==> src/rtl/sram_arbiter_if.sv <==
// Bundle of loader, CPU and SRAM-pad signals shared by the SRAM arbiter.
// The slave modport is the arbiter's view; master is the surrounding system.
interface sram_arbiter_if #(
    parameter int ADR_WIDTH = 21
);
    logic [ADR_WIDTH-1:0] ld_adr;
    logic [7:0]           ld_data;
    logic                 ld_write;
    logic                 ld_overrun;
    logic                 cpu_req;
    logic                 cpu_we;
    logic [ADR_WIDTH-1:0] cpu_adr;
    logic [7:0]           cpu_wdata;
    logic [7:0]           cpu_rdata;
    logic                 cpu_ack;
    logic [ADR_WIDTH-1:0] sram_adr;
    logic [7:0]           sram_dq_out;
    logic                 sram_dq_oe;
    logic [7:0]           sram_dq_in;
    logic                 sram_ce_n;
    logic                 sram_oe_n;
    logic                 sram_we_n;
    logic                 busy;

    modport slave (
        input  ld_adr, ld_data, ld_write, cpu_req, cpu_we, cpu_adr, cpu_wdata, sram_dq_in,
        output ld_overrun, cpu_rdata, cpu_ack, sram_adr, sram_dq_out, sram_dq_oe,
               sram_ce_n, sram_oe_n, sram_we_n, busy
    );

    modport master (
        output ld_adr, ld_data, ld_write, cpu_req, cpu_we, cpu_adr, cpu_wdata, sram_dq_in,
        input  ld_overrun, cpu_rdata, cpu_ack, sram_adr, sram_dq_out, sram_dq_oe,
               sram_ce_n, sram_oe_n, sram_we_n, busy
    );
endinterface

==> src/rtl/sram_arbiter.sv <==
// Round-robin sharing of a byte-wide async SRAM between a 1-entry loader write buffer
// and a held-request CPU port, with fixed setup/strobe/hold strobe sequencing.
module sram_arbiter #(
    parameter int ADR_WIDTH = 21
) (
    input  logic          clk,
    input  logic          reset_n,
    sram_arbiter_if.slave bus
);
    typedef enum logic [2:0] {
        S_IDLE,
        S_W_SETUP,
        S_W_STRB,
        S_W_HOLD,
        S_R_SETUP,
        S_R_SMPL
    } state_t;

    state_t               r_state;
    state_t               w_state_next;
    logic                 w_grant_ld;
    logic                 w_grant_cpu;

    logic                 r_ld_pend;
    logic                 r_ld_overrun;
    logic [ADR_WIDTH-1:0] r_ld_adr;
    logic [7:0]           r_ld_data;
    logic                 r_last_ld;

    logic [ADR_WIDTH-1:0] r_acc_adr;
    logic [7:0]           r_acc_data;
    logic                 r_acc_cpu;
    logic [7:0]           r_rdata;

    logic                 r_ce_n;
    logic                 r_oe_n;
    logic                 r_we_n;
    logic                 r_dq_oe;
    logic                 r_ack;
    logic                 r_busy;

    always_comb begin
        w_state_next = r_state;
        w_grant_ld   = 1'b0;
        w_grant_cpu  = 1'b0;
        case (r_state)
            S_IDLE: begin
                // With both sides pending, the loader goes only if the CPU had the last turn.
                if (r_ld_pend && !(bus.cpu_req && r_last_ld)) begin
                    w_grant_ld   = 1'b1;
                    w_state_next = S_W_SETUP;
                end else if (bus.cpu_req) begin
                    w_grant_cpu  = 1'b1;
                    w_state_next = bus.cpu_we ? S_W_SETUP : S_R_SETUP;
                end
            end
            S_W_SETUP: w_state_next = S_W_STRB;
            S_W_STRB:  w_state_next = S_W_HOLD;
            S_W_HOLD:  w_state_next = S_IDLE;
            S_R_SETUP: w_state_next = S_R_SMPL;
            S_R_SMPL:  w_state_next = S_IDLE;
            default:   w_state_next = S_IDLE;
        endcase
    end

    always_ff @(posedge clk or negedge reset_n) begin
        if (!reset_n) begin
            r_state      <= S_IDLE;
            r_ld_pend    <= 1'b0;
            r_ld_overrun <= 1'b0;
            r_ld_adr     <= '0;
            r_ld_data    <= '0;
            r_last_ld    <= 1'b0;
            r_acc_adr    <= '0;
            r_acc_data   <= '0;
            r_acc_cpu    <= 1'b0;
            r_rdata      <= '0;
            r_ce_n       <= 1'b1;
            r_oe_n       <= 1'b1;
            r_we_n       <= 1'b1;
            r_dq_oe      <= 1'b0;
            r_ack        <= 1'b0;
            r_busy       <= 1'b0;
        end else begin
            r_state <= w_state_next;

            // Pad strobes are registered from the next state so they change cleanly on the edge.
            r_ce_n  <= (w_state_next == S_IDLE);
            r_we_n  <= (w_state_next != S_W_STRB);
            r_oe_n  <= !(w_state_next == S_R_SETUP || w_state_next == S_R_SMPL);
            r_dq_oe <= (w_state_next == S_W_SETUP || w_state_next == S_W_STRB ||
                        w_state_next == S_W_HOLD);
            r_busy  <= (w_state_next != S_IDLE);
            r_ack   <= r_acc_cpu && (w_state_next == S_W_HOLD || w_state_next == S_R_SMPL);

            // Capture at the end of R_SETUP so cpu_rdata is already valid during the ack cycle.
            if (r_state == S_R_SETUP) begin
                r_rdata <= bus.sram_dq_in;
            end

            if (w_grant_ld) begin
                r_acc_adr  <= r_ld_adr;
                r_acc_data <= r_ld_data;
                r_acc_cpu  <= 1'b0;
                r_last_ld  <= 1'b1;
            end else if (w_grant_cpu) begin
                r_acc_adr  <= bus.cpu_adr;
                r_acc_data <= bus.cpu_wdata;
                r_acc_cpu  <= 1'b1;
                r_last_ld  <= 1'b0;
            end

            if (bus.ld_write) begin
                if (!r_ld_pend || w_grant_ld) begin
                    r_ld_pend <= 1'b1;
                    r_ld_adr  <= bus.ld_adr;
                    r_ld_data <= bus.ld_data;
                end else begin
                    r_ld_overrun <= 1'b1;
                end
            end else if (w_grant_ld) begin
                r_ld_pend <= 1'b0;
            end
        end
    end

    assign bus.ld_overrun  = r_ld_overrun;
    assign bus.cpu_rdata   = r_rdata;
    assign bus.cpu_ack     = r_ack;
    assign bus.sram_adr    = r_acc_adr;
    assign bus.sram_dq_out = r_acc_data;
    assign bus.sram_dq_oe  = r_dq_oe;
    assign bus.sram_ce_n   = r_ce_n;
    assign bus.sram_oe_n   = r_oe_n;
    assign bus.sram_we_n   = r_we_n;
    assign bus.busy        = r_busy;
endmodule

==> src/flat_wrapper.sv <==
// flat-port wrapper written by rule: the top's interface ports become plain ports
module sram_arbiter_flat 
#(
    parameter int ADR_WIDTH = 21
)
  (clk, reset_n, bus_ld_adr, bus_ld_data, bus_ld_write, bus_cpu_req, bus_cpu_we, bus_cpu_adr, bus_cpu_wdata, bus_sram_dq_in, bus_ld_overrun, bus_cpu_rdata, bus_cpu_ack, bus_sram_adr, bus_sram_dq_out, bus_sram_dq_oe, bus_sram_ce_n, bus_sram_oe_n, bus_sram_we_n, bus_busy);
  sram_arbiter_if #(.ADR_WIDTH(ADR_WIDTH)) bus_i ();
  input  logic clk;
  input  logic reset_n;
  input wire logic [$bits(bus_i.ld_adr)-1:0] bus_ld_adr;
  input wire logic [$bits(bus_i.ld_data)-1:0] bus_ld_data;
  input wire logic [$bits(bus_i.ld_write)-1:0] bus_ld_write;
  input wire logic [$bits(bus_i.cpu_req)-1:0] bus_cpu_req;
  input wire logic [$bits(bus_i.cpu_we)-1:0] bus_cpu_we;
  input wire logic [$bits(bus_i.cpu_adr)-1:0] bus_cpu_adr;
  input wire logic [$bits(bus_i.cpu_wdata)-1:0] bus_cpu_wdata;
  input wire logic [$bits(bus_i.sram_dq_in)-1:0] bus_sram_dq_in;
  output wire logic [$bits(bus_i.ld_overrun)-1:0] bus_ld_overrun;
  output wire logic [$bits(bus_i.cpu_rdata)-1:0] bus_cpu_rdata;
  output wire logic [$bits(bus_i.cpu_ack)-1:0] bus_cpu_ack;
  output wire logic [$bits(bus_i.sram_adr)-1:0] bus_sram_adr;
  output wire logic [$bits(bus_i.sram_dq_out)-1:0] bus_sram_dq_out;
  output wire logic [$bits(bus_i.sram_dq_oe)-1:0] bus_sram_dq_oe;
  output wire logic [$bits(bus_i.sram_ce_n)-1:0] bus_sram_ce_n;
  output wire logic [$bits(bus_i.sram_oe_n)-1:0] bus_sram_oe_n;
  output wire logic [$bits(bus_i.sram_we_n)-1:0] bus_sram_we_n;
  output wire logic [$bits(bus_i.busy)-1:0] bus_busy;
  assign bus_i.ld_adr = bus_ld_adr;
  assign bus_i.ld_data = bus_ld_data;
  assign bus_i.ld_write = bus_ld_write;
  assign bus_i.cpu_req = bus_cpu_req;
  assign bus_i.cpu_we = bus_cpu_we;
  assign bus_i.cpu_adr = bus_cpu_adr;
  assign bus_i.cpu_wdata = bus_cpu_wdata;
  assign bus_i.sram_dq_in = bus_sram_dq_in;
  assign bus_ld_overrun = bus_i.ld_overrun;
  assign bus_cpu_rdata = bus_i.cpu_rdata;
  assign bus_cpu_ack = bus_i.cpu_ack;
  assign bus_sram_adr = bus_i.sram_adr;
  assign bus_sram_dq_out = bus_i.sram_dq_out;
  assign bus_sram_dq_oe = bus_i.sram_dq_oe;
  assign bus_sram_ce_n = bus_i.sram_ce_n;
  assign bus_sram_oe_n = bus_i.sram_oe_n;
  assign bus_sram_we_n = bus_i.sram_we_n;
  assign bus_busy = bus_i.busy;
  sram_arbiter #(.ADR_WIDTH(ADR_WIDTH)) u_core (.clk(clk), .reset_n(reset_n), .bus(bus_i));
endmodule
==> config.mk <==
export PLATFORM = sky130hd
export DESIGN_NAME = sram_arbiter_flat
export DESIGN_NICKNAME = d
export VERILOG_FILES = /design/src/rtl/sram_arbiter_if.sv /design/src/rtl/sram_arbiter.sv /design/src/flat_wrapper.sv
export SDC_FILE = /design/constraint.sdc
export NUM_CORES = 1
export LEC_CHECK = 0
export CORE_MARGIN = 3
export CORE_UTILIZATION = 45
export CTS_BUF_LIST = sky130_fd_sc_hd__clkbuf_4
export DETAILED_ROUTE_END_ITERATION = 8
export GPL_TIMING_DRIVEN = 0
export PLACE_DENSITY = 0.79
export SYNTH_ARGS = -nofsm -noshare
export SYNTH_HDL_FRONTEND = slang
export SYNTH_SLANG_ARGS = --single-unit
==> constraint.sdc <==
create_clock -name clk -period 4.2 [get_ports clk]
set_input_delay 0.42 -clock clk [delete_from_list [all_inputs] [get_ports clk]]
set_output_delay 0.42 -clock clk [all_outputs]
set_load 0.03 [all_outputs]
==> results by group, run 1 <==
STA
  – RSZ-0062 raised after global routing: false
  – Skew final: roughly 0.017 ns
  – Final Cycle Share: 0.485
  – Headroom to the max-slew limit: 0.640
  – Endpoints failing hold: 0
  – Fmax: approximately 0.5 GHz
  – Max-slew violations: 0
  – Worst-margin pin slew: 0.540 ns
  – Tmin final: 2.04 ns
  – Final setup fails: 0

Power
  – Peak supply drop: between 0.0003 and 0.0004 V
  – Lkg Pwr: a little under 2 nW
  – PwrDens: around 760 nW/um2

Placement
  – GP Congestion: ~0.79
  – Placed cell count: about 500
  – Area of placed instances: around 4600 um2
  – DP HPWL: 6310 um
  – Port bufs: between 100 and 150

Clock network
  – Skew-Pair Late Insertion Delay: 0.41 ns
  – Reg clk slew, reported paths: between 0.1 and 0.15 ns
  – CTS Sinks: 79
  – H-Tree Depth: 3
  – CTS buffer count: 9
  – CTS tree: done
  – Clock Path Buffers: 2
  – Clock root cell: clkbuf_4

GRT
  – Vias in the first global route: between 3000 and 4000
  – Grt ovf: 0
  – Largest net degree at the start of global routing: 50
  – Total Routing Usage GR: 0.216
  – Initial antenna violation count: 0
  – First-pass GRT wire length: between 10000 and 15000 um

Layout
  – Finished Layout Cells: 525
  – Number of diodes: 0
  – Final #Nets: approximately 500
  – Layout cells sized above 1: 0.124
  – Filler cell count: 560
  – Final instance area: 4770 um2
  – Synthesis-to-layout area growth: 42.1%

Yosys
  – Cell area after synthesis: 3360 um2
  – Yosys top cell by area: dfrtp_1
  – YS warnings: 0
  – Most area-consuming cells after synthesis: dfrtp_1, mux2_2, nand3_1
  – Top cells by count, synth: dfrtp_1, nand3_1, o21ai_0
  – Sequential share of the synthesized area: 0.590
  – Syn Inst Count: 299
  – Syn_nets: 370
  – Post-synthesis average cell area: 11.2 um2
  – Netlist cell types: 27
  – Synth top area share: 0.567
  – Most frequent cell after synthesis: dfrtp_1
  – Synth Flop Type: dfrtp_1
  – Post-synth EDFFs: 0
  – Flops & latches, synth: 79
  – Asr flop ratio synth: 1.00

Floorplanning
  – Die area: roughly 8500 um2
  – Die X: about 92 um
  – CORE AREA: approximately 7000 um2
  – Starting Density: 0.478
  – Ports: 115
  – # rows: 30
  – Die Height: between 90 and 100 um

Routing
  – Via/cell ratio: 5.51
  – Vias: 2894
  – Initial DRC count: 98
  – DRC viols: 0
  – Antenna-violating nets left: 0
  – Post-DR wirelength/cell: between 15 and 20 um
  – Pre-Repair DR Iteration Count: 5
  – Final wirelength: ~9000 um

Hold path
  – Min-delay worst type: input port to asynchronous set/reset pin

Setup path
  – Required @ worst endpoint: around 3.8 ns
  – Crit path kind: register to output port
  – Critical Path, Cell by Cell: clkdlybuf4s50_1
  – Critical Path End Type: output port
  – Reg2reg start: u_core.r_state[1]
  – CP delay by family, top: buffers and inverters
  – Reg2Reg Depth: 6
  – Worst R2R End: u_core.r_ld_adr[18]
  – CP arrival: 1.62 ns
  – Worst-path maximum fanout: 1
  – R2R Setup Slk: 2.18 ns
  – Critical Path Start Type: register
  – Max incr delay on CP: a little under 0.7 ns
  – Buf+Inv Stages, Crit Path: 1
  – Slowest cell on crit path: clkdlybuf4s50_1

Outcome
  – Outcome: finished, final reports clean

Job
  – Max_cap viols: 0
==> how the worst max path moves through the flow <==
| stage | startpoint | to | cells after the start |
|---|---|---|---|
| floorplan | bus_cpu_req | u_core.r_ld_adr[11] | 6 |
| global placement | reset_n | u_core.r_ld_adr[6] | 1 |
| detailed placement | bus_ld_write | u_core.r_ld_adr[18] | 6 |
| CTS | u_core.bus.sram_ce_n | bus_sram_ce_n | 1 |
| global route | u_core.r_state[1] | u_core.r_ld_adr[18] | 6 |
| finish | u_core.bus.sram_ce_n | bus_sram_ce_n | 1 |
==> stage by stage <==
| step | TNS, ns | hold WS, ns | total power, mW | utilization | setup WS, ns |
|---|---|---|---|---|---|
| 4_1_cts | 0 | 0.470 | 3.64 | 0.679 | 2.13 |
| 5_1_grt | 0 | 0.470 | 3.86 | 0.679 | 2.06 |
| 3_3_place_gp | -0.474 | 0.454 | 3.14 | 0.656 | -0.0102 |
| 6_report | 0 | 0.480 | 3.62 | 0.679 | 2.16 |
| 3_5_place_dp | 0 | 0.384 | 3.21 | 0.660 | 2.01 |
| 2_1_floorplan | 0 | 0.124 | 2.47 | - | 2.48 |
==> report_power, final <==
group / switching (mW) / internal [mW]
combinational: 1.08 / 0.779
clock: 0.245 / 0.182
sequential: 0.197 / 1.14
==> layer usage <==
layer,track usage,vias up,share of wire
met2,0.356,119,0.50
met3,0.0463,6,0.074
met4,0.0780,0,0.0073
met5,0,-,0
met1,0.283,1424,0.41
li1,-,1345,-
==> registers in the layout, summed over array words and instances, names as in the netlist, 3 cells and up <==
signal	flops
u_core.bus.sram_adr	21
u_core.r_ld_adr	21
u_core.bus.cpu_rdata	8
u_core.bus.sram_dq_out	8
u_core.r_ld_data	8
u_core.r_state	3
==> what timing repair did <==
action                                 CTS  global route
setup endpoints to repair                0             0
hold buffers                             1             0
buffers inserted                         0             0
endpoints found under the hold margin   29             0
resized for setup                        0             0
==> cell type report <==
type | count | area, um2 | area share
Tap cell | 96 | 120 | 0.0252
Sequential cell | 79 | 1980 | 0.415
Clock inverter | 5 | 50.0 | 0.0105
Clock buffer | 10 | 75.1 | 0.0157
Multi-Input combinational cell | 192 | 1260 | 0.264
Buffer | 28 | 116 | 0.0244
Timing Repair Buffer | 115 | 1170 | 0.245
==> logic make-up (layout without fill, tap and decap cells) <==
| kind of cell | count (synthesis) | after routing | share of synthesized area |
|---|---|---|---|
| AND/OR/NAND/NOR | 111 | 111 | 0.178 |
| flip-flops | 79 | 79 | 0.590 |
| multiplexers | 37 | 37 | 0.124 |
| buffers and inverters | 28 | 158 | 0.0347 |
| AO/OA/AOI/OAI | 44 | 44 | 0.0731 |
==> layout by cell type (no fill, tap or decap), drive strengths merged, types with 3 or more instances in the layout <==
cell type / instances
dfrtp: 76
nor2: 5
nand3: 60
mux2: 37
dfstp: 3
nand2b: 3
nand2: 8
clkbuf: 34
o21ai: 33
buf: 6
nand4: 29
clkinv: 4
clkdlybuf4s50: 112
No activity file was read; power rests on OpenSTA's default activity.
==> run 2, diff against run 1 <==
==> constraint.sdc (replaced) <==
create_clock -name clk -period 2 [get_ports clk]
set_input_delay 0.2 -clock clk [delete_from_list [all_inputs] [get_ports clk]]
set_output_delay 0.2 -clock clk [all_outputs]
set_load 0.03 [all_outputs]
==> results by group, run 2 (synthesis results as in run 1) <==
STA
  – Endpoints failing hold: 0 (unchanged)
  – Final setup TNS: 0 ns (unchanged)
  – Final setup fails: 0 (unchanged)
  – Final worst slack: 0.158 ns (was 2.16 ns)
  – Skew final: 0.0162 ns (was 0.0169 ns)
  – Worst-margin pin slew: 0.526 ns (was 0.540 ns)
  – Max-slew violations: 0 (unchanged)
  – Fmax: 0.543 GHz
  – RSZ-0062 raised after global routing: false (unchanged)
  – Headroom to the max-slew limit: 0.649 (was 0.640)
  – Final Cycle Share: 0.921
  – Tmin final: between 1.5 and 2 ns

Floorplanning
  – # rows: 30 (unchanged)
  – Ports: 115 (unchanged)
  – CORE AREA: 7020 um2 (unchanged)
  – Die Height: 92.4 um (unchanged)
  – Die area: 8530 um2 (unchanged)
  – Starting Density: 0.478 (unchanged)
  – Die X: 92.4 um (unchanged)

Routing
  – Antenna-violating nets left: 0 (unchanged)
  – Final wirelength: 8850 um (was 8860 um)
  – Via/cell ratio: 5.52 (was 5.51)
  – DRC viols: 0 (unchanged)
  – Initial DRC count: 101 (was 98)
  – Post-DR wirelength/cell: 16.8 um (was 16.9 um)
  – Vias: 2901 (was 2894)
  – Pre-Repair DR Iteration Count: 4 (was 5)

Layout
  – Layout cells sized above 1: 0.128 (was 0.124)
  – Final #Nets: 497 (was 496)
  – Synthesis-to-layout area growth: 42.4% (was 42.1%)
  – Commonest non-fill, non-tap cells in the layout: clkdlybuf4s50_1, dfrtp_1, nand3_1 (unchanged)
  – Number of diodes: 0 (unchanged)
  – Commonest non-fill, non-tap cell in the layout: clkdlybuf4s50_1 (unchanged)

GRT
  – Total Routing Usage GR: 0.216 (unchanged)
  – Grt ovf: 0 (unchanged)
  – Initial antenna violation count: 0 (unchanged)
  – Largest net degree at the start of global routing: 50 (unchanged)
  – Vias in the first global route: 3035 (unchanged)
  – First-pass GRT wire length: 14500 um (unchanged)

Clock network
  – CTS tree: done (unchanged)
  – CTS buffer count: 9 (unchanged)
  – Skew-Pair Late Insertion Delay: 0.41 ns (about the same)
  – H-Tree Depth: 3 (unchanged)
  – Clock Path Buffers: 2 (unchanged)
  – Clock root cell: clkbuf_4 (unchanged)
  – Reg clk slew, reported paths: 0.12 ns (about the same)
  – CTS Sinks: 79 (unchanged)

Placement
  – Port bufs: 113 (unchanged)
  – Pre-CTS setup slack: 0.0267 ns (was 2.01 ns)
  – DP HPWL: 6310 um (unchanged)
  – GP Congestion: 0.787 (unchanged)

Setup path
  – Worst R2R End: u_core.r_ld_adr[18] (unchanged)
  – Required @ worst endpoint: 2.29 ns (was 3.78 ns)
  – CP delay by family, top: flip-flops (was buffers and inverters)
  – Crit path kind: register to register (was register to output port)
  – Critical Path Start Type: register (unchanged)
  – WP depth: 5 (was 1)
  – Reg2Reg Depth: 5 (was 6)
  – Reg2reg start: u_core.r_state[1] (unchanged)
  – CP arrival: 2.13 ns (was 1.62 ns)
  – Critical Path, Cell by Cell: nor3_4, a31oi_1, buf_2, buf_6, mux2_1 (was clkdlybuf4s50_1)
  – Slowest cell on crit path: dfrtp_1 (was clkdlybuf4s50_1)
  – Worst setup endpoint: u_core.r_ld_adr[18] (was bus_sram_ce_n)
  – R2R Setup Slk: 0.16 ns (was 2.18 ns)
  – Critical Path End Type: register (was output port)
  – Max incr delay on CP: 0.55 ns (was 0.69 ns)
  – Critical Path Start: u_core.r_state[1] (was u_core.bus.sram_ce_n)
  – Buf+Inv Stages, Crit Path: 2 (was 1)
  – Worst-path maximum fanout: 10 (was 1)

Power
  – Lkg Pwr: 1.98 nW (was 1.97 nW)
  – PwrDens: 1600 nW/um2 (was 759 nW/um2)
  – NetSw: 3.20 mW (was 1.52 mW)
  – Gate power share: 0.512 (was 0.514)
  – Peak supply drop: 0.000805 V (was 0.000381 V)
  – Reg power frac: 0.370 (was 0.368)
  – Internal power: 4.42 mW (was 2.10 mW)
  – Clock power share: 0.118 (about the same)
  – Switching Fraction: 0.420 (was 0.421)
  – Overall power: 7.62 mW (was 3.62 mW)

Outcome
  – Outcome: finished, final reports clean (unchanged)

Hold path
  – Min-delay worst type: input port to asynchronous set/reset pin (unchanged)

Job
  – Max_cap viols: 0 (unchanged)
## run 2: how the worst min path moves through the flow
stage / start / slack [ns] / depth (start not counted) / end
3_5_place_dp: reset_n / 0.16 / 1 / u_core.bus.cpu_rdata[7]
4_1_cts: reset_n / 0.25 / 2 / u_core.bus.cpu_rdata[1]
5_1_grt: reset_n / 0.25 / 2 / u_core.bus.cpu_rdata[2]
2_1_floorplan: reset_n / -0.1 / 0 / u_core.bus.busy
3_3_place_gp: u_core.bus.ld_overrun / 0.45 / 1 / u_core.bus.ld_overrun
6_report: reset_n / 0.26 / 2 / u_core.bus.cpu_ack
## run 2: what timing repair did
item	4_1_cts	5_1_grt
hold buffers	1	0
resized for setup	0	0
setup buffers	0	2
setup endpoints to repair	0	18
hold endpoints to repair	29	0
## run 2: routing by layer
metal	GRT usage	vias up	share of wire
met3	0.0463	13	0.071
met2	0.356	130	0.49
met5	0	-	0
li1	-	1350	-
met1	0.283	1408	0.42
met4	0.0780	0	0.012
## run 2: final cells by class
type	count	area (um2)
buffer	27	113
clock buffer	10	75.1
clock inverter	5	50.0
fill	563	2240
multi-input combinational	192	1260
sequential	79	1980
tap	96	120
timing repair buffer	117	1180
## run 2: per-stage QoR
| stage | utilization | cells | instance area, um2 | hold slack (ns) |
|---|---|---|---|---|
| 6_report | 0.681 | 526 | 4780 | 0.256 |
| 5_1_grt | 0.681 | 526 | 4780 | 0.250 |
| 4_1_cts | 0.679 | 525 | 4770 | 0.250 |
| 3_5_place_dp | 0.660 | 509 | 4630 | 0.164 |
| 3_3_place_gp | 0.656 | 508 | 4610 | 0.454 |
| 2_1_floorplan | - | 299 | 3360 | -0.0956 |
## run 2: power by group through the flow
stage | registers (mW) | logic, mW | clock network [mW]
after detailed placement | 2.82 | 3.92 | 0
final | 2.82 | 3.90 | 0.900
after global routing | 2.92 | 4.21 | 0.996
after CTS | 2.79 | 3.93 | 0.914
after global placement | 2.79 | 3.80 | 0
after floorplan | 3.54 | 1.64 | 0
